**src/rtl/cfg_pkg.sv**
```systemverilog
// Shared types and constants for the DIP config store.
// Latency: n/a (declarations only).
// Backpressure: n/a.
package cfg_pkg;

    // Number of config bytes held by each bank.
    localparam int CFG_DEPTH = 8;

    // Value returned for reads beyond the config byte range.
    localparam logic [7:0] CFG_OOR_DAT = 8'hFF;

    // Load FSM: collect a download into the shadow bank, then commit it.
    typedef enum logic [1:0] {
        IDLE   = 2'd0,
        LOAD   = 2'd1,
        COMMIT = 2'd2
    } ld_state_t;

    // Read FSM: one stall cycle per upload read strobe.
    typedef enum logic {
        RD_IDLE = 1'b0,
        RD_DATA = 1'b1
    } rd_state_t;

endpackage

```
**src/rtl/cfg_bank.sv**
```systemverilog
// Byte bank with one write port, a whole-bank copy-in and a combinational read port.
// Latency: writes/copies visible the cycle after the strobe; reads are combinational.
// Backpressure: none; copy-in wins over a same-cycle byte write.
module cfg_bank
    import cfg_pkg::*;
#(
    parameter int         DEPTH = CFG_DEPTH,
    parameter logic [7:0] RST0  = 8'h00,
    parameter int         AW    = $clog2(DEPTH)
) (
    input  logic                  clk_sys,
    input  logic                  reset,
    input  logic                  wr_en,
    input  logic [AW-1:0]         wr_addr,
    input  logic [7:0]            wr_dat,
    input  logic                  cpy_en,
    input  logic [DEPTH-1:0][7:0] cpy_dat,
    input  logic [AW-1:0]         rd_addr,
    output logic [7:0]            rd_dat,
    output logic [DEPTH-1:0][7:0] bank_dat
);

    logic [DEPTH-1:0][7:0] mem_q;

    // Byte storage: reset to RST0 in byte 0, zeros elsewhere; bulk copy has priority.
    always_ff @(posedge clk_sys or posedge reset) begin
        if (reset) begin
            mem_q    <= '0;
            mem_q[0] <= RST0;
        end else if (cpy_en) begin
            mem_q <= cpy_dat;
        end else if (wr_en) begin
            mem_q[wr_addr] <= wr_dat;
        end
    end

    assign rd_dat   = mem_q[rd_addr];
    assign bank_dat = mem_q;

endmodule

```
**src/rtl/dip_cfg_store.sv**
```systemverilog
// DIP switch config store loaded/read over the HPS ioctl bus with atomic commit.
// Latency: sw updates the cycle after COMMIT; read data lands one cycle after the strobe.
// Backpressure: ioctl_wait stalls the host for one cycle per read; downloads never stall.
module dip_cfg_store
    import cfg_pkg::*;
#(
    parameter int         INDEX   = 254,
    parameter int         DEPTH   = CFG_DEPTH,
    parameter logic [7:0] DEF_SW0 = 8'h00
) (
    input  logic        clk_sys,
    input  logic        reset,
    input  logic        ioctl_download,
    input  logic        ioctl_upload,
    input  logic [15:0] ioctl_index,
    input  logic [26:0] ioctl_addr,
    input  logic        ioctl_wr,
    input  logic [7:0]  ioctl_dout,
    input  logic        ioctl_rd,
    output logic [7:0]  ioctl_din,
    output logic        ioctl_wait,
    output logic [7:0]  sw,
    output logic        cfg_valid,
    output logic        cfg_changed
);

    ld_state_t ld_q, ld_d;
    rd_state_t rd_q, rd_d;

    logic                  idx_hit;
    logic                  addr_in_rng;
    logic                  sh_wr, sh_cpy, act_cpy, rd_go;
    logic [DEPTH-1:0][7:0] sh_bytes, act_bytes;
    logic [7:0]            act_rd_dat, sh_rd_unused;
    logic [2:0]            rd_addr_q;
    logic                  rd_oor_q;
    logic                  addr_hi_unused;

    assign idx_hit        = (ioctl_index == 16'(INDEX));
    assign addr_in_rng    = (ioctl_addr[24:3] == '0);
    assign addr_hi_unused = ^ioctl_addr[26:25];

    // Shadow bank: seeded from active on session start, filled by download writes.
    cfg_bank #(.DEPTH(DEPTH), .RST0(8'h00)) u_shadow (
        .clk_sys  (clk_sys),
        .reset    (reset),
        .wr_en    (sh_wr),
        .wr_addr  (ioctl_addr[2:0]),
        .wr_dat   (ioctl_dout),
        .cpy_en   (sh_cpy),
        .cpy_dat  (act_bytes),
        .rd_addr  (3'd0),
        .rd_dat   (sh_rd_unused),
        .bank_dat (sh_bytes)
    );

    // Active bank: only ever changed by a whole-bank commit, so sw flips atomically.
    cfg_bank #(.DEPTH(DEPTH), .RST0(DEF_SW0)) u_active (
        .clk_sys  (clk_sys),
        .reset    (reset),
        .wr_en    (1'b0),
        .wr_addr  (3'd0),
        .wr_dat   (8'h00),
        .cpy_en   (act_cpy),
        .cpy_dat  (sh_bytes),
        .rd_addr  (rd_addr_q),
        .rd_dat   (act_rd_dat),
        .bank_dat (act_bytes)
    );

    assign sw = act_bytes[0];

    // Load FSM next-state and bank strobes; the write on the falling-edge cycle still lands.
    always_comb begin
        ld_d    = ld_q;
        sh_wr   = 1'b0;
        sh_cpy  = 1'b0;
        act_cpy = 1'b0;
        case (ld_q)
            IDLE: begin
                if (ioctl_download && idx_hit) begin
                    ld_d   = LOAD;
                    sh_cpy = 1'b1;
                end
            end
            LOAD: begin
                sh_wr = ioctl_wr && addr_in_rng;
                if (!ioctl_download) begin
                    ld_d = COMMIT;
                end
            end
            COMMIT: begin
                act_cpy = 1'b1;
                ld_d    = IDLE;
            end
            default: ld_d = IDLE;
        endcase
    end

    // Load FSM state register.
    always_ff @(posedge clk_sys or posedge reset) begin
        if (reset) begin
            ld_q <= IDLE;
        end else begin
            ld_q <= ld_d;
        end
    end

    // Commit status: valid sticks after the first commit, changed pulses with the new sw.
    always_ff @(posedge clk_sys or posedge reset) begin
        if (reset) begin
            cfg_valid   <= 1'b0;
            cfg_changed <= 1'b0;
        end else begin
            cfg_changed <= act_cpy && (sh_bytes != act_bytes);
            if (act_cpy) begin
                cfg_valid <= 1'b1;
            end
        end
    end

    // Read FSM next-state; an active download masks read strobes entirely.
    always_comb begin
        rd_d  = rd_q;
        rd_go = 1'b0;
        case (rd_q)
            RD_IDLE: begin
                if (ioctl_rd && ioctl_upload && !ioctl_download && idx_hit) begin
                    rd_d  = RD_DATA;
                    rd_go = 1'b1;
                end
            end
            RD_DATA: rd_d = RD_IDLE;
            default: rd_d = RD_IDLE;
        endcase
    end

    // Read state, captured address and held read data.
    always_ff @(posedge clk_sys or posedge reset) begin
        if (reset) begin
            rd_q      <= RD_IDLE;
            rd_addr_q <= 3'd0;
            rd_oor_q  <= 1'b0;
            ioctl_din <= 8'h00;
        end else begin
            rd_q <= rd_d;
            if (rd_go) begin
                rd_addr_q <= ioctl_addr[2:0];
                rd_oor_q  <= !addr_in_rng;
            end
            if (rd_q == RD_DATA) begin
                ioctl_din <= rd_oor_q ? CFG_OOR_DAT : act_rd_dat;
            end
        end
    end

    assign ioctl_wait = (rd_q == RD_DATA);

endmodule

```
**config.mk**
```make
export PLATFORM = sky130hd
export DESIGN_NAME = dip_cfg_store
export DESIGN_NICKNAME = d
export VERILOG_FILES = /design/src/rtl/cfg_pkg.sv /design/src/rtl/cfg_bank.sv /design/src/rtl/dip_cfg_store.sv
export SDC_FILE = /design/constraint.sdc
export NUM_CORES = 1
export LEC_CHECK = 0
export CAP_MARGIN = 20
export CORE_MARGIN = 2
export CORE_UTILIZATION = 35
export CTS_CLUSTER_SIZE = 40
export DETAILED_ROUTE_END_ITERATION = 6
export HOLD_SLACK_MARGIN = 0.15
export PLACE_DENSITY = 0.61
export SYNTH_ARGS = -nofsm -noshare
export SYNTH_HDL_FRONTEND = slang
export SYNTH_SLANG_ARGS = --single-unit
```
**constraint.sdc**
```tcl
create_clock -name clk_sys -period 6.5 [get_ports clk_sys]
set_input_delay 1.3 -clock clk_sys [delete_from_list [all_inputs] [get_ports clk_sys]]
set_output_delay 1.3 -clock clk_sys [all_outputs]
set_load 0.02 [all_outputs]
```
Word level (Yosys, flattened, before mapping):

Index checks and enable logic that the tools add are counted.

* equality and inequality tests: 6
* muxes and demuxes: 18
* bitwise logic cells: 1
* reduce and logical (&&, ||, !) cells: 13
* order comparisons: 3

Operators with widths (count)
* $mux 64: 2
* $bwmux 64: 1
* $ne 64x64->1: 1
* $bmux 8 s3: 1
* $demux 8 s3: 1
* $mux 8: 3
* $logic_not 22->1: 1
* $eq 16x8->1 const B: 1
* $lt 3x4->1 const B: 2
* $logic_and 1x1->1: 7
* $mux 1: 6
* $mux 2: 2
* $ne 2x2->1 const B: 2
* $pmux 2 s2: 1
* $ge 3x1->1 const B: 1
* $eq 2x1->1 const B: 1
* $eq 2x2->1 const B: 1
* $logic_not 1->1: 2
* $logic_not 2->1: 1
* $pmux 1 s2: 1
* $reduce_and 2->1: 1
* $reduce_bool 2->1: 1
* $not 1->1: 1

* logic and storage cells: 64
* register bits after elaboration: 145
* input port bits: 57

Logic depth before layout (Yosys ltp):

Gate-level depths: netlist of the first run.

* depth in word-level cells: 7
* mapped depth: 7
* depth with buffers taken out: 5

Cells and area by module:

Synthesis of the first run repeated with hierarchy kept, for this count alone.

* cells, all modules: 792
* area total of the unflattened synthesis: 8546.9 µm²

Modules (own cells, without submodules)
* cfg_bank: cells an instance 323, instances 2, area each 3550.9 µm²
* dip_cfg_store: cells an instance 146, instances 1, area each 1445.1 µm²

Least setup slack after synthesis of the first run:

No wires, ideal clock.

* path kind: input-to-reg
* start point: input port ioctl_addr[8]
* end point: register u_shadow.mem_q (netlist bit u_shadow.bank_dat[23])
* data required time: 6.363 ns
* stages: 5
* setup time: 0.137 ns
* path buffers: 0
* setup slack: 3.277 ns
* data arrival time: 3.086 ns
* cell sequence: or4_1 > nor4_4 > nand4_2 > mux2i_1 > a21oi_1

* cells in the longest elaborated chain, start to end: 4

Ends and longest elaborated chain
* from (decl): line dip_cfg_store.sv:16 `input logic [26:0] ioctl_addr,`
* $logic_not 22->1: line dip_cfg_store.sv:40 `assign addr_in_rng = (ioctl_addr[24:3] == '0);`
* $logic_and 1x1->1: line dip_cfg_store.sv:87 `sh_wr = ioctl_wr && addr_in_rng;`
* $mux 1: line dip_cfg_store.sv:79 `case (ld_q)`
* $reduce_bool 2->1 (no source line)
* to (signal assigned): line cfg_bank.sv:31 `mem_q <= cpy_dat;`
* to (signal, indexed assignment): line cfg_bank.sv:33 `mem_q[wr_addr] <= wr_dat;`
* to (decl): line cfg_bank.sv:23 `logic [DEPTH-1:0][7:0] mem_q;`

No other way between the ends.
A chain may end at the register's enable or synchronous reset.

Final worst setup path of the first run:

* start point: input port ioctl_addr[9]
* end point: register u_shadow.mem_q (netlist bit u_shadow.bank_dat[21])

Same word-level chain as after synthesis.

==> flow_summary.toml, run 1 <==
[flow_run]
max_cap_violations = 0

[cells_and_area]
drive_above_1_share_pct = 19.0
multi_input_area_sq_um = 3490
final_common_cell = "dfrtp_1"
regArea_sq_um = 3630
nFillCells = 1896
layout_common_cells = "dfrtp_1, nor2_1, a21oi_1, clkdlybuf4s50_1, mux2_2"
nets = 734
final_cell_area_sq_um = 8920
n_antenna_cell = 0
area_growth_pct = 21.7

[power]
ir_worst_vdd_mv = 0.215
power_density_nw_per_um2 = 232
p_leak_nw = 5.06

[sta]
finalSetupViolCount = 0
finalHoldViolCount = 0
max_freq_mhz = 258
drv_slew = 0
tns_ns = 0
finClkSkew_ns = 0.00892
slew_headroom_pct = 35.2
fin_crit_ns = 3.87
rsz0062_at_grt = "false"
tightestPinTransition_ns = 0.971
fin_crit_sh_pct = 59.6

[synth]
synthArstFlopShare_pct = 100
synth-seq-cells = 145
yosysSeqAreaShare_pct = 49.5
synth.distinct_cells = 29
syn_nets = 682
syn_avg_cell_area_sq_um = 11.7
synth_top_flop_cell = "dfrtp_1"
syn-cell-area_sq_um = 7330
synth_edf_count = 0
yosys_warnings = 0
netlist_instances = 625

[clock_tree]
clock_latency_ns = 0.43
cts_setup_buffers = 0
cts_htree_levels = 4
hold_buffers = 0
cts_resized = 0
path_clk_slew_ns = 0.05
cts_buffers = 17
cts_sinks = 145
clk_path_buf_depth = 2
tritoncts = "yes"
clockRootBuffer = "clkbuf_16"

[grt]
grt_max_degree = 104
grt_pass1_wl_microns = 29900
antenna_found_initial = 0
gr-total-overflow = 0
grt_usage_pct = 18.0
grt_pass1_vias = 5185

[worst_setup_path]
crit_chain = "clkdlybuf4s50_1, or4_1, nor3_1, nand4_2, mux2i_1, a21oi_1"
critPathSlowestCell = "nor3_1"
max_stage_delay_ns = 0.69
required_ns = 6.76
crit_type = "primary input to flip-flop"
cp_max_fo = 8
cp-end-kind = "flip-flop"
ff2ff_setup_slack_ns = 4.24
worstPathArrival_ns = 4.14
start_kind = "primary input"

[floorplan]
die_y_microns = 149
io_pins = 76
die_area_sq_um = 22100
die_x_microns = 149
start_util_pct = 35.9
rows = 52
coreArea_sq_um = 20400

[placement]
numPortBuffers = 73
dp_hpwl_microns = 12700
gp_congestion = 0.777
dpl_cell_area_sq_um = 8250

[routing]
routed_via_density = 5.33
vias = 5115
first_iter_violations = 363
first_pass_iters = 6
drc = 0
avgRoutedWirePerCell_microns = 19.9
finalWirelength_microns = 19100
drtAntennaViolNets = 0

[min_path]
hp-class = "flip-flop to flip-flop"

[run_status]
status = "finished clean"
[Yosys cell counts (all sizes together) (8+ instances only)]
master  count  area [sq um]
a211oi      8          60.1
clkbuf     29           109
nand4      10          87.6
mux4       16           360
nor2       76           285
dfrtp     145          3630
xor2       64           561
a21oi      73           365
mux2       66           743
mux2i      64           641
buf        17          93.8
nor2b       8          50.1
nor4       20           146
[registers in the layout (all words and copies together), names as in the netlist]
| register | flops |
|---|---|
| ioctl_din | 8 |
| rd_oor_q | 1 |
| rd_addr_q | 3 |
| u_shadow.bank_dat | 64 |
| ioctl_wait | 1 |
| cfg_valid | 1 |
| cfg_changed | 1 |
| u_active.bank_dat | 64 |
| ld_q | 2 |
[layer usage]
metal  vias up  share of wire (%)  GRT usage, %
met4         0                1.9          5.76
li1       2332                  -             -
met1      2560                 45          24.7
met2       192                 46          28.1
met3        31                7.5          4.74
met5         -                  0             0
[final timing paths]
check,from,endpoint,cells after the start
max,ioctl_addr[9],u_shadow.bank_dat[21],6
min,cfg_valid,cfg_valid,1
max reg2reg,rd_addr_q[1],ioctl_din[6],5
min reg2reg,cfg_valid,cfg_valid,1
max in group asynchronous,reset,u_active.bank_dat[27],3
min in group asynchronous,reset,u_active.bank_dat[17],2
[power by group]
part / internal, W / switching (W) / total (W)
Combinational: 0.0000315 / 0.0000330 / 0.0000645
Sequential: 0.000903 / 0.000000257 / 0.000903
Clock: 0.000731 / 0.000373 / 0.00110
[cell type report]
type	instances	share of cell area, %
clock buffers	23	5.58
clock inverters	9	1.96
inverters	4	0.224
multi-input cells	430	39.1
flip-flops and latches	145	40.7
well taps	270	3.79
repair buffers	79	8.69
[critical path: cells and delay by family]
kind                   cells  cell delay (ns)
buffers and inverters      1             0.42
multiplexers               1             0.36
AO/OA/AOI/OAI              1             0.10
AND/OR/NAND/NOR            3             1.95
[cell families after synthesis]
family	synth area share, %
muxes	23.8
DFF	49.5
and+or+nand+nor	10.0
AOI/OAI and AO/OA	6.11
xor gates and xnor gates	7.64
buffers and inverters	2.97
[through the flow]
stage | utilization, % | instances | hold WS [ns] | power [W] | setup WS, ns
3_3_place_gp | 40.4 | 928 | 0.450 | 0.000984 | 2.40
6_report | 43.7 | 960 | 0.467 | 0.00207 | 2.63
3_5_place_dp | 40.4 | 928 | 0.455 | 0.000986 | 2.29
2_1_floorplan | - | 625 | 0.453 | 0.000942 | 1.31
5_1_grt | 43.7 | 960 | 0.486 | 0.00214 | 2.52
4_1_cts | 43.7 | 960 | 0.472 | 0.00209 | 2.69
No activity file was read; power rests on OpenSTA's default activity.
==> inputs of run 2 (changes only) <==
clock period = 4 ns   (was 6.5 ns; I/O delays follow)
==> run 2 against run 1 <==
  * Sequential power increased by 63%
  * First-iteration DRC count decreased by 15%
  * Wire length increased by 0.76%
  * Clock-buffer cell count decreased by 6
  * Core utilization increased by 0.26 points
  * Clock power increased by 52%
  * Final cell count increased by 0.83%
==> flow_summary.toml, run 2 (synthesis gave the netlist of run 1 again) <==
[clock_tree]
cts_buffers = 17
cts_sinks = 145
clockRootBuffer = "clkbuf_16"
tritoncts = "yes"
path_clk_slew_ns = 0.06
hold_buffers = 0
clock_latency_ns = 0.43
cts_resized = 0
clk_path_buf_depth = 2
cts_htree_levels = 4
cts_setup_buffers = 0

[cells_and_area]
regArea_sq_um = 3630
final_cell_area_sq_um = 8980
nets = 742
nFillCells = 1877
layout_common_cells = "dfrtp_1, nor2_1, a21oi_1, clkdlybuf4s50_1, mux2_2"
final_util_pct = 43.9
final_common_cell = "dfrtp_1"
area_growth_pct = 22.4
n_antenna_cell = 0
drive_above_1_share_pct = 20.1
multi_input_area_sq_um = 3490

[floorplan]
die_area_sq_um = 22100
io_pins = 76
die_y_microns = 149
coreArea_sq_um = 20400
start_util_pct = 35.9
rows = 52
die_x_microns = 149

[sta]
timing.final.ws_setup_ns = 0.953
slew_headroom_pct = 33.6
finalSetupViolCount = 0
rsz0062_at_grt = "false"
max_freq_mhz = 328
tns_ns = 0
fin_crit_ns = 3.05
tightestPinTransition_ns = 0.997
finClkSkew_ns = 0.00972
drv_slew = 0
finalHoldViolCount = 0
fin_crit_sh_pct = 76.2

[worst_setup_path]
cp-end-kind = "flip-flop"
cp-startpoint = "ioctl_addr[8]"
crit_family = "simple AND/OR/NAND/NOR gates"
cp_max_fo = 9
r2r_start = "rd_addr_q[0]"
worstPathArrival_ns = 3.32
max_stage_delay_ns = 0.61
ff2ff_setup_slack_ns = 1.49
path_depth = 6
crit_chain = "clkdlybuf4s50_1, or4_1, nor4_4, nand3_2, mux2i_1, a21oi_1"
critical_path_buf_inv_count = 1
r2r-end = "ioctl_din[7]"
crit_type = "primary input to flip-flop"
endpoint = "u_shadow.bank_dat[7]"
critPathSlowestCell = "nor4_4"
required_ns = 4.27
ff2ff_path_depth = 4
start_kind = "primary input"

[power]
p_leak_nw = 5.08
ir_worst_vdd_mv = 0.287
power_density_nw_per_um2 = 361

[routing]
vias = 5128
routed_via_density = 5.30
avgRoutedWirePerCell_microns = 19.9
first_pass_iters = 4
drc = 0
first_iter_violations = 310
finalWirelength_microns = 19300
drtAntennaViolNets = 0

[placement]
dpl_worst_slack_ns = 0.471
dpl_cell_area_sq_um = 8360
numPortBuffers = 73
gp_congestion = 0.763
dp_hpwl_microns = 12900

[grt]
antenna_found_initial = 0
grt_pass1_wl_microns = 29600
gr-total-overflow = 0
grt_pass1_vias = 5274
grt_max_degree = 129
grt_usage_pct = 18.0

[flow_run]
max_cap_violations = 0

[run_status]
status = "finished clean"

[min_path]
hp-class = "flip-flop to flip-flop"
## run 2: worst min path at each step
stage / slack, ns / startpoint / cells after the start / to
finish: 0.47 / cfg_valid / 1 / cfg_valid
CTS: 0.48 / cfg_valid / 1 / cfg_valid
detailed placement: 0.46 / cfg_valid / 1 / cfg_valid
floorplan: 0.45 / ld_q[1] / 1 / ld_q[1]
global route: 0.49 / cfg_valid / 1 / cfg_valid
global placement: 0.45 / cfg_valid / 1 / cfg_valid
## run 2: where the power goes
part | switching [W] | total, W | internal [W]
combinational | 0.0000545 | 0.000110 | 0.0000552
clock | 0.000629 | 0.00167 | 0.00104
sequential | 0.000000438 | 0.00147 | 0.00147
## run 2: stage by stage
step	total power [W]	instances	hold WS (ns)
after floorplan	0.00153	625	0.453
after global placement	0.00160	936	0.451
after detailed placement	0.00161	936	0.460
after CTS	0.00327	968	0.478
after global routing	0.00335	968	0.489
final	0.00324	968	0.474
## run 2: area by class of cell
class,instances,area share (%)
timing repair buffer,87,9.87
multi-input combinational,430,38.9
sequential,145,40.4
clock inverter,15,2.15
clock buffer,17,4.74
tap,270,3.76
inverter,4,0.209
## run 2: worst reg2reg max path, delay by kind of cell (launching register included)
family          cells  cell delay [ns]
flops               1             1.00
compound gates      2             0.56
simple gates        1             0.15
mux                 1             0.65
## run 2: per-layer routing
metal	up-vias	part of all wire, %	global-route usage (%)
li1	2357	-	-
met1	2584	45	23.8
met2	153	46	27.7
met3	34	6.9	5.99
met4	0	2.5	6.48
met5	-	0	0
